--- src/rtl/ahb_mst_arbiter_pkg.sv ---
// Shared AHB-Lite encodings, bus widths and address-phase bundle for the two-master arbiter.
package ahb_mst_arbiter_pkg;

   localparam int HADDR_BUS = 32;
   localparam int HDATA_BUS = 32;

   localparam logic [1:0] HTRANS_IDLE   = 2'b00;
   localparam logic [1:0] HTRANS_NONSEQ = 2'b10;

   localparam logic OWN_LSU = 1'b0;
   localparam logic OWN_IFU = 1'b1;

   typedef enum logic {
      G_LSU = 1'b0,
      G_IFU = 1'b1
   } grant_state_t;

   typedef struct packed {
      logic                 hsel;
      logic [1:0]           htrans;
      logic [HADDR_BUS-1:0] haddr;
      logic                 hwrite;
      logic [2:0]           hsize;
      logic [2:0]           hburst;
      logic [3:0]           hprot;
      logic                 hmastlock;
   } ahb_addr_t;

endpackage

--- src/rtl/ahb_arb_grant.sv ---
// Grant FSM: fixed priority LSU > IFU, or round-robin with a hold counter when ARB_RR_EN is defined.
module ahb_arb_grant
   import ahb_mst_arbiter_pkg::*;
#(
   parameter int HOLD_MAX = 4
) (
   input  logic       clk,
   input  logic       rst_n,
   input  logic       hready,
   input  logic       m0_req,
   input  logic       m1_req,
   input  logic       lock,
`ifdef ARB_RR_EN
   input  logic       nonseq_acc,
`endif
   output logic       owner,
   output logic [1:0] hgrant
);

   grant_state_t state, state_nxt;

   always_ff @(posedge clk or negedge rst_n) begin
      if (!rst_n)      state <= G_IFU;
      else if (hready) state <= state_nxt;
   end

`ifdef ARB_RR_EN
   localparam logic [3:0] HOLD_LAST = 4'(HOLD_MAX - 1);

   logic         own_req, oth_req;
   logic [3:0]   hold_cnt;
   grant_state_t oth_state;

   assign own_req   = (state == G_IFU) ? m1_req : m0_req;
   assign oth_req   = (state == G_IFU) ? m0_req : m1_req;
   assign oth_state = (state == G_IFU) ? G_LSU : G_IFU;

   always_comb begin
      state_nxt = state;
      if (!lock) begin
         if (own_req) begin
            if (oth_req && nonseq_acc && (hold_cnt == HOLD_LAST)) state_nxt = oth_state;
         end else if (oth_req) begin
            state_nxt = oth_state;
         end
      end
   end

   // counts only while there is contention; saturates at the handover point
   always_ff @(posedge clk or negedge rst_n) begin
      if (!rst_n) hold_cnt <= '0;
      else if (hready) begin
         if ((state_nxt != state) || !oth_req)          hold_cnt <= '0;
         else if (nonseq_acc && (hold_cnt != HOLD_LAST)) hold_cnt <= hold_cnt + 4'd1;
      end
   end
`else
   localparam int unused_hold_max = HOLD_MAX;

   always_comb begin
      state_nxt = state;
      if (!lock) begin
         if (m0_req)      state_nxt = G_LSU;
         else if (m1_req) state_nxt = G_IFU;
      end
   end
`endif

   assign owner  = (state == G_IFU) ? OWN_IFU : OWN_LSU;
   assign hgrant = {state == G_IFU, state == G_LSU};

endmodule

--- src/rtl/ahb_mst_arbiter.sv ---
// Two-master AHB-Lite arbiter (LSU=M0, IFU=M1). Define ARB_RR_EN for round-robin, else fixed priority.
module ahb_mst_arbiter
   import ahb_mst_arbiter_pkg::*;
#(
   parameter int HOLD_MAX = 4
) (
   input  logic                 clk,
   input  logic                 rst_n,
   input  logic                 m0_hsel_i,
   input  logic [1:0]           m0_htrans_i,
   input  logic [HADDR_BUS-1:0] m0_haddr_i,
   input  logic                 m0_hwrite_i,
   input  logic [2:0]           m0_hsize_i,
   input  logic [2:0]           m0_hburst_i,
   input  logic [3:0]           m0_hprot_i,
   input  logic                 m0_hmastlock_i,
   input  logic [HDATA_BUS-1:0] m0_hwdata_i,
   input  logic                 m1_hsel_i,
   input  logic [1:0]           m1_htrans_i,
   input  logic [HADDR_BUS-1:0] m1_haddr_i,
   input  logic                 m1_hwrite_i,
   input  logic [2:0]           m1_hsize_i,
   input  logic [2:0]           m1_hburst_i,
   input  logic [3:0]           m1_hprot_i,
   input  logic                 m1_hmastlock_i,
   input  logic [HDATA_BUS-1:0] m1_hwdata_i,
   output logic [1:0]           m_hgrant_o,
   output logic                 m_hready_o,
   output logic [HDATA_BUS-1:0] m_hrdata_o,
   output logic                 s_hsel_o,
   output logic [1:0]           s_htrans_o,
   output logic [HADDR_BUS-1:0] s_haddr_o,
   output logic                 s_hwrite_o,
   output logic [2:0]           s_hsize_o,
   output logic [2:0]           s_hburst_o,
   output logic [3:0]           s_hprot_o,
   output logic                 s_hmastlock_o,
   output logic [HDATA_BUS-1:0] s_hwdata_o,
   input  logic                 s_hready_i,
   input  logic [HDATA_BUS-1:0] s_hrdata_i,
   output logic                 m_owner_o
);

   ahb_addr_t m0_a, m1_a, g_a;
   logic      owner;
   logic      d_valid, d_owner;

   assign m0_a = '{hsel: m0_hsel_i, htrans: m0_htrans_i, haddr: m0_haddr_i, hwrite: m0_hwrite_i,
                   hsize: m0_hsize_i, hburst: m0_hburst_i, hprot: m0_hprot_i, hmastlock: m0_hmastlock_i};
   assign m1_a = '{hsel: m1_hsel_i, htrans: m1_htrans_i, haddr: m1_haddr_i, hwrite: m1_hwrite_i,
                   hsize: m1_hsize_i, hburst: m1_hburst_i, hprot: m1_hprot_i, hmastlock: m1_hmastlock_i};
   assign g_a  = (owner == OWN_IFU) ? m1_a : m0_a;

   ahb_arb_grant #(.HOLD_MAX(HOLD_MAX)) u_grant (
      .clk        (clk),
      .rst_n      (rst_n),
      .hready     (s_hready_i),
      .m0_req     (m0_hsel_i),
      .m1_req     (m1_hsel_i),
      .lock       (g_a.hmastlock),
`ifdef ARB_RR_EN
      .nonseq_acc (s_hready_i && (s_htrans_o == HTRANS_NONSEQ)),
`endif
      .owner      (owner),
      .hgrant     (m_hgrant_o)
   );

   // a deselected owner must not leak a stale transfer type onto the bus
   assign s_hsel_o      = g_a.hsel;
   assign s_htrans_o    = g_a.hsel ? g_a.htrans : HTRANS_IDLE;
   assign s_haddr_o     = g_a.haddr;
   assign s_hwrite_o    = g_a.hwrite;
   assign s_hsize_o     = g_a.hsize;
   assign s_hburst_o    = g_a.hburst;
   assign s_hprot_o     = g_a.hprot;
   assign s_hmastlock_o = g_a.hmastlock;

   assign m_hready_o = s_hready_i;
   assign m_hrdata_o = s_hrdata_i;
   assign m_owner_o  = owner;

   // data phase lags the address phase by one accepted cycle, so it has its own owner
   always_ff @(posedge clk or negedge rst_n) begin
      if (!rst_n) begin
         d_valid <= 1'b0;
         d_owner <= OWN_IFU;
      end else if (s_hready_i) begin
         d_valid <= (s_htrans_o == HTRANS_NONSEQ);
         d_owner <= owner;
      end
   end

   assign s_hwdata_o = !d_valid ? '0 : ((d_owner == OWN_IFU) ? m1_hwdata_i : m0_hwdata_i);

endmodule
--- config.mk ---
export PLATFORM = sky130hd
export DESIGN_NAME = ahb_mst_arbiter
export DESIGN_NICKNAME = d
export VERILOG_FILES = /design/src/rtl/ahb_mst_arbiter_pkg.sv /design/src/rtl/ahb_arb_grant.sv /design/src/rtl/ahb_mst_arbiter.sv
export SDC_FILE = /design/constraint.sdc
export NUM_CORES = 1
export LEC_CHECK = 0
export CORE_AREA = 2 2 121 123
export DETAILED_ROUTE_END_ITERATION = 10
export DIE_AREA = 0 0 123 125
export PLACE_DENSITY = 0.56
export SLEW_MARGIN = 20
export SYNTH_ARGS = -nofsm -noshare
export SYNTH_HDL_FRONTEND = slang
export SYNTH_SLANG_ARGS = --single-unit
export TNS_END_PERCENT = 10
--- constraint.sdc ---
create_clock -name clk -period 1.4 [get_ports clk]
set_clock_uncertainty 0.15 [all_clocks]
set_input_delay 0.28 -clock clk [delete_from_list [all_inputs] [get_ports clk]]
set_output_delay 0.28 -clock clk [all_outputs]
set_load 0.005 [all_outputs]
==> summary.md, run 1 <==
| Metric | Value |
|---|---|
| Status | finished, violations left |
| Failing checks | setup timing |
| Yosys top cell by area | mux2_2 |
| Worst-path clk slew | 0.03 ns |
| P_sw | 720 uW |
| CP Buf/Inv Count | 4 |
| Synthesized area | 1550 sq um |
| Synth top area cells | mux2_2 32%, mux2i_1 21%, buf_4 18% |
| Peak supply drop | 0.398 mV |
| Final Hold Fails | 0 |
| Total CTS buffers | 3 |
| Internal cell power | 1.93 mW |
| Starting DRT DRC Count | 18 |
| Htree depth | 1 |
| Power consumption | 2.65 mW |
| Vias in the first global route | 2,278 |
| Clock power frac | 17.1% |
| Fillers | 1,486 |
| Dpl hpwl | 6.78 mm |
| # setup viols final | 84 |
| I/O pin total | 308 |
| Minimum clock period | 2.02 ns |
| # diodes | 0 |
| Placed cell count | 568 |
| Cell mode on critical path | buf_6 |
| Hold_buf cts | 0 |
| CP max FO | 5 |
| First-pass GRT wire length | 12.3 mm |
| DRT Wirelength | 8.70 mm |
| Critical Path Source Type | register |
| Via count | 2,177 |
| Grt total ovfl | 0 |
| Critical path class | register to output port |
| Synth cell types | 18 |
| Sw frac | 27.2% |
| Bufs on Longest Clock Path | 2 |
| Largest net degree at the start of global routing | 25 |
| Residual DRC count | 0 |
| Port bufs | 243 |
| Achievable Freq | 0.495 GHz |
| CTS tree | yes |
| Pre-antenna DRT Iters | 4 |
| CTS Root Cell | clkbuf_16 |
| Routed Antenna Nets | 0 |
| Die Area | 15,400 sq um |
| Critical-path cell list | buf_6 > buf_12 > buf_6 > mux2_4 > buf_6 |
| Crit path DAT | 1.59 ns |
| Required time worst endpoint | 0.97 ns |
| Worst Hold Class | input port to asynchronous set/reset pin |
| Synth-to-Final Area Change | 186% |
| Row cnt | 44 |
| Die height | 125 um |
| Worst-Margin Slew | 0.155 ns |
| Post-Syn Instances | 173 |
| Via density | 3.65 |
| CP max stage delay | 0.60 ns |
| Post-synth ARST share | 100% |
| Sequential power share | 4.6% |
| Crit-path leading delay family | flip-flops |
| Post-synth top area share | 31.9% |
| Fraction of layout cells with a size suffix above 1 | 41.7% |
| #FFs+latches synth | 3 |
| Nets | 606 |
| Fin worst setup slack | -0.622 ns |
| Clock Latency Late Sink | 0.22 ns |
| Initial antenna violation count | 0 |
| Syn Nets | 366 |
| R2r setup slk | -0.35 ns |
| Sequential area share after synthesis | 5.00% |
| Cell with the most instances after synthesis | mux2_2 |
| GRT Overall Usage | 10.2% |
| Max Cap Viol | 0 |
| Synth top cells by count | 44 x mux2_2, 37 x buf_4, 34 x nor2b_1, 33 x mux2i_1, 7 x buf_6 |
| Dominant synthesized flop cell | dfstp_2 |
| Initial Util | 10.9% |
| Syn avg cell area | 8.98 sq um |
| Core Area | 14,200 sq um |
| Max stage delay cell, worst path | dfstp_2 |
| RSZ-0062 raised after global routing | yes |
| Cell Pwr Density | 596 nW/um^2 |
| Routed WL per cell | 14.6 um |
| Clock Sinks | 3 |
| Max-slew headroom | 89.4% |
| Width of the die | 123 um |
| Crit. End Element | output port |
| Final Core Density | 31.2% |
| Leakage Power | 2.15 nW |
| GPL Wtd Cong | 0.750 |
| Min Hold Slack | 0.0976 ns |
| Combinational power share | 78.3% |
| YS warnings | 0 |
| Final Cycle Share | 144% |
| Final Max Slew Viols | 0 |
| Number of synthesized flops with an enable pin | 0 |
| Final cell count without fillers | 596 |
## final timing paths
check	start	endpoint	depth (start not counted)
worst max-delay path	u_grant.state$_DFFE_PN1P_	s_haddr_o[8]	5
max in group asynchronous	rst_n	d_owner$_DFFE_PN1P_	1
worst max register to register	u_grant.state$_DFFE_PN1P_	d_valid$_DFFE_PN0P_	7
worst min-delay path	rst_n	d_valid$_DFFE_PN0P_	1
min in group clk	s_hready_i	d_valid$_DFFE_PN0P_	3
worst min register to register	d_valid$_DFFE_PN0P_	d_valid$_DFFE_PN0P_	3
## state kept, by name, indices dropped and copies added (netlist names)
name and cells:
d_owner 1, d_valid 1, u_grant.state 1
## metal layers
metal	wire length (um)	global-route usage [%]	part of all wire [%]
met3	1100	3.10	13
met4	117	1.67	1.3
met1	2780	9.60	32
met2	4700	21.3	54
met5	0	0	0
## timing repair
| action | CTS | global route |
|---|---|---|
| resized for setup | 306 | 41 |
| buffers inserted | 18 | 5 |
| setup endpoints to repair | 84 | 85 |
| gates cloned | 6 | 0 |
## area by class of cell
class / count / area, sq um / share of cell area (%)
flip-flops and latches: 3 / 77.6 / 1.75
clock buffers: 4 / 78.8 / 1.78
inverters: 3 / 11.3 / 0.254
repair buffers: 282 / 2750 / 62.0
well taps: 184 / 230 / 5.19
multi-input cells: 120 / 1290 / 29.0
## logic make-up after synthesis
| kind of cell | after synthesis | share of synthesized area [%] |
|---|---|---|
| AO/OA/AOI/OAI | 6 | 2.66 |
| buffers and inverters | 50 | 24.4 |
| flip-flops | 3 | 5.00 |
| multiplexers | 77 | 53.2 |
| AND/OR/NAND/NOR | 37 | 14.7 |
## per-stage QoR
stage,area [sq um],TNS (ns),setup WS [ns]
finish,4440,-42.24,-0.622
global placement,4160,-46.44,-0.648
global route,4440,-46.96,-0.667
CTS,4610,-49.17,-0.732
floorplan,1740,-9.13,-0.165
detailed placement,4160,-48.31,-0.680
## power groups by stage
stage / registers, mW / logic (mW) / clock network, mW
3_3_place_gp: 0.124 / 1.76 / 0
4_1_cts: 0.122 / 2.15 / 0.460
5_1_grt: 0.123 / 2.22 / 0.470
6_report: 0.121 / 2.07 / 0.452
2_1_floorplan: 0.113 / 0.855 / 0
3_5_place_dp: 0.128 / 1.77 / 0
## cell usage in the layout, fill, tap and decap left out
cell	netlist	layout
buf_16	0	4
clkbuf_1	3	1
clkdlybuf4s15_2	0	1
buf_2	0	19
mux2i_1	33	29
buf_12	0	9
clkbuf_16	0	3
nor2b_1	34	34
inv_1	3	3
a21oi_2	0	1
nand2_1	1	1
buf_6	7	34
mux2i_2	0	3
dfstp_2	2	2
dfrtp_1	1	1
clkdlybuf4s50_1	0	159
mux2_4	0	44
o22ai_1	1	1
clkbuf_2	0	32
mux2i_4	0	1
buf_8	0	3
a31oi_1	1	1
nor2_1	1	1
clkdlybuf4s15_1	0	5
buf_4	37	15
a31o_1	1	1
dlymetal6s2s_1	0	1
nor2b_2	1	1
a32o_1	1	1
o21ai_1	0	1
No activity file was read; power rests on OpenSTA's default activity.
==> run 2: changes to the inputs <==
- GPL_ROUTABILITY_DRIVEN: default -> 0
==> results of run 2 <==
No change in the layout: final DEF, timing and power equal those of run 1.
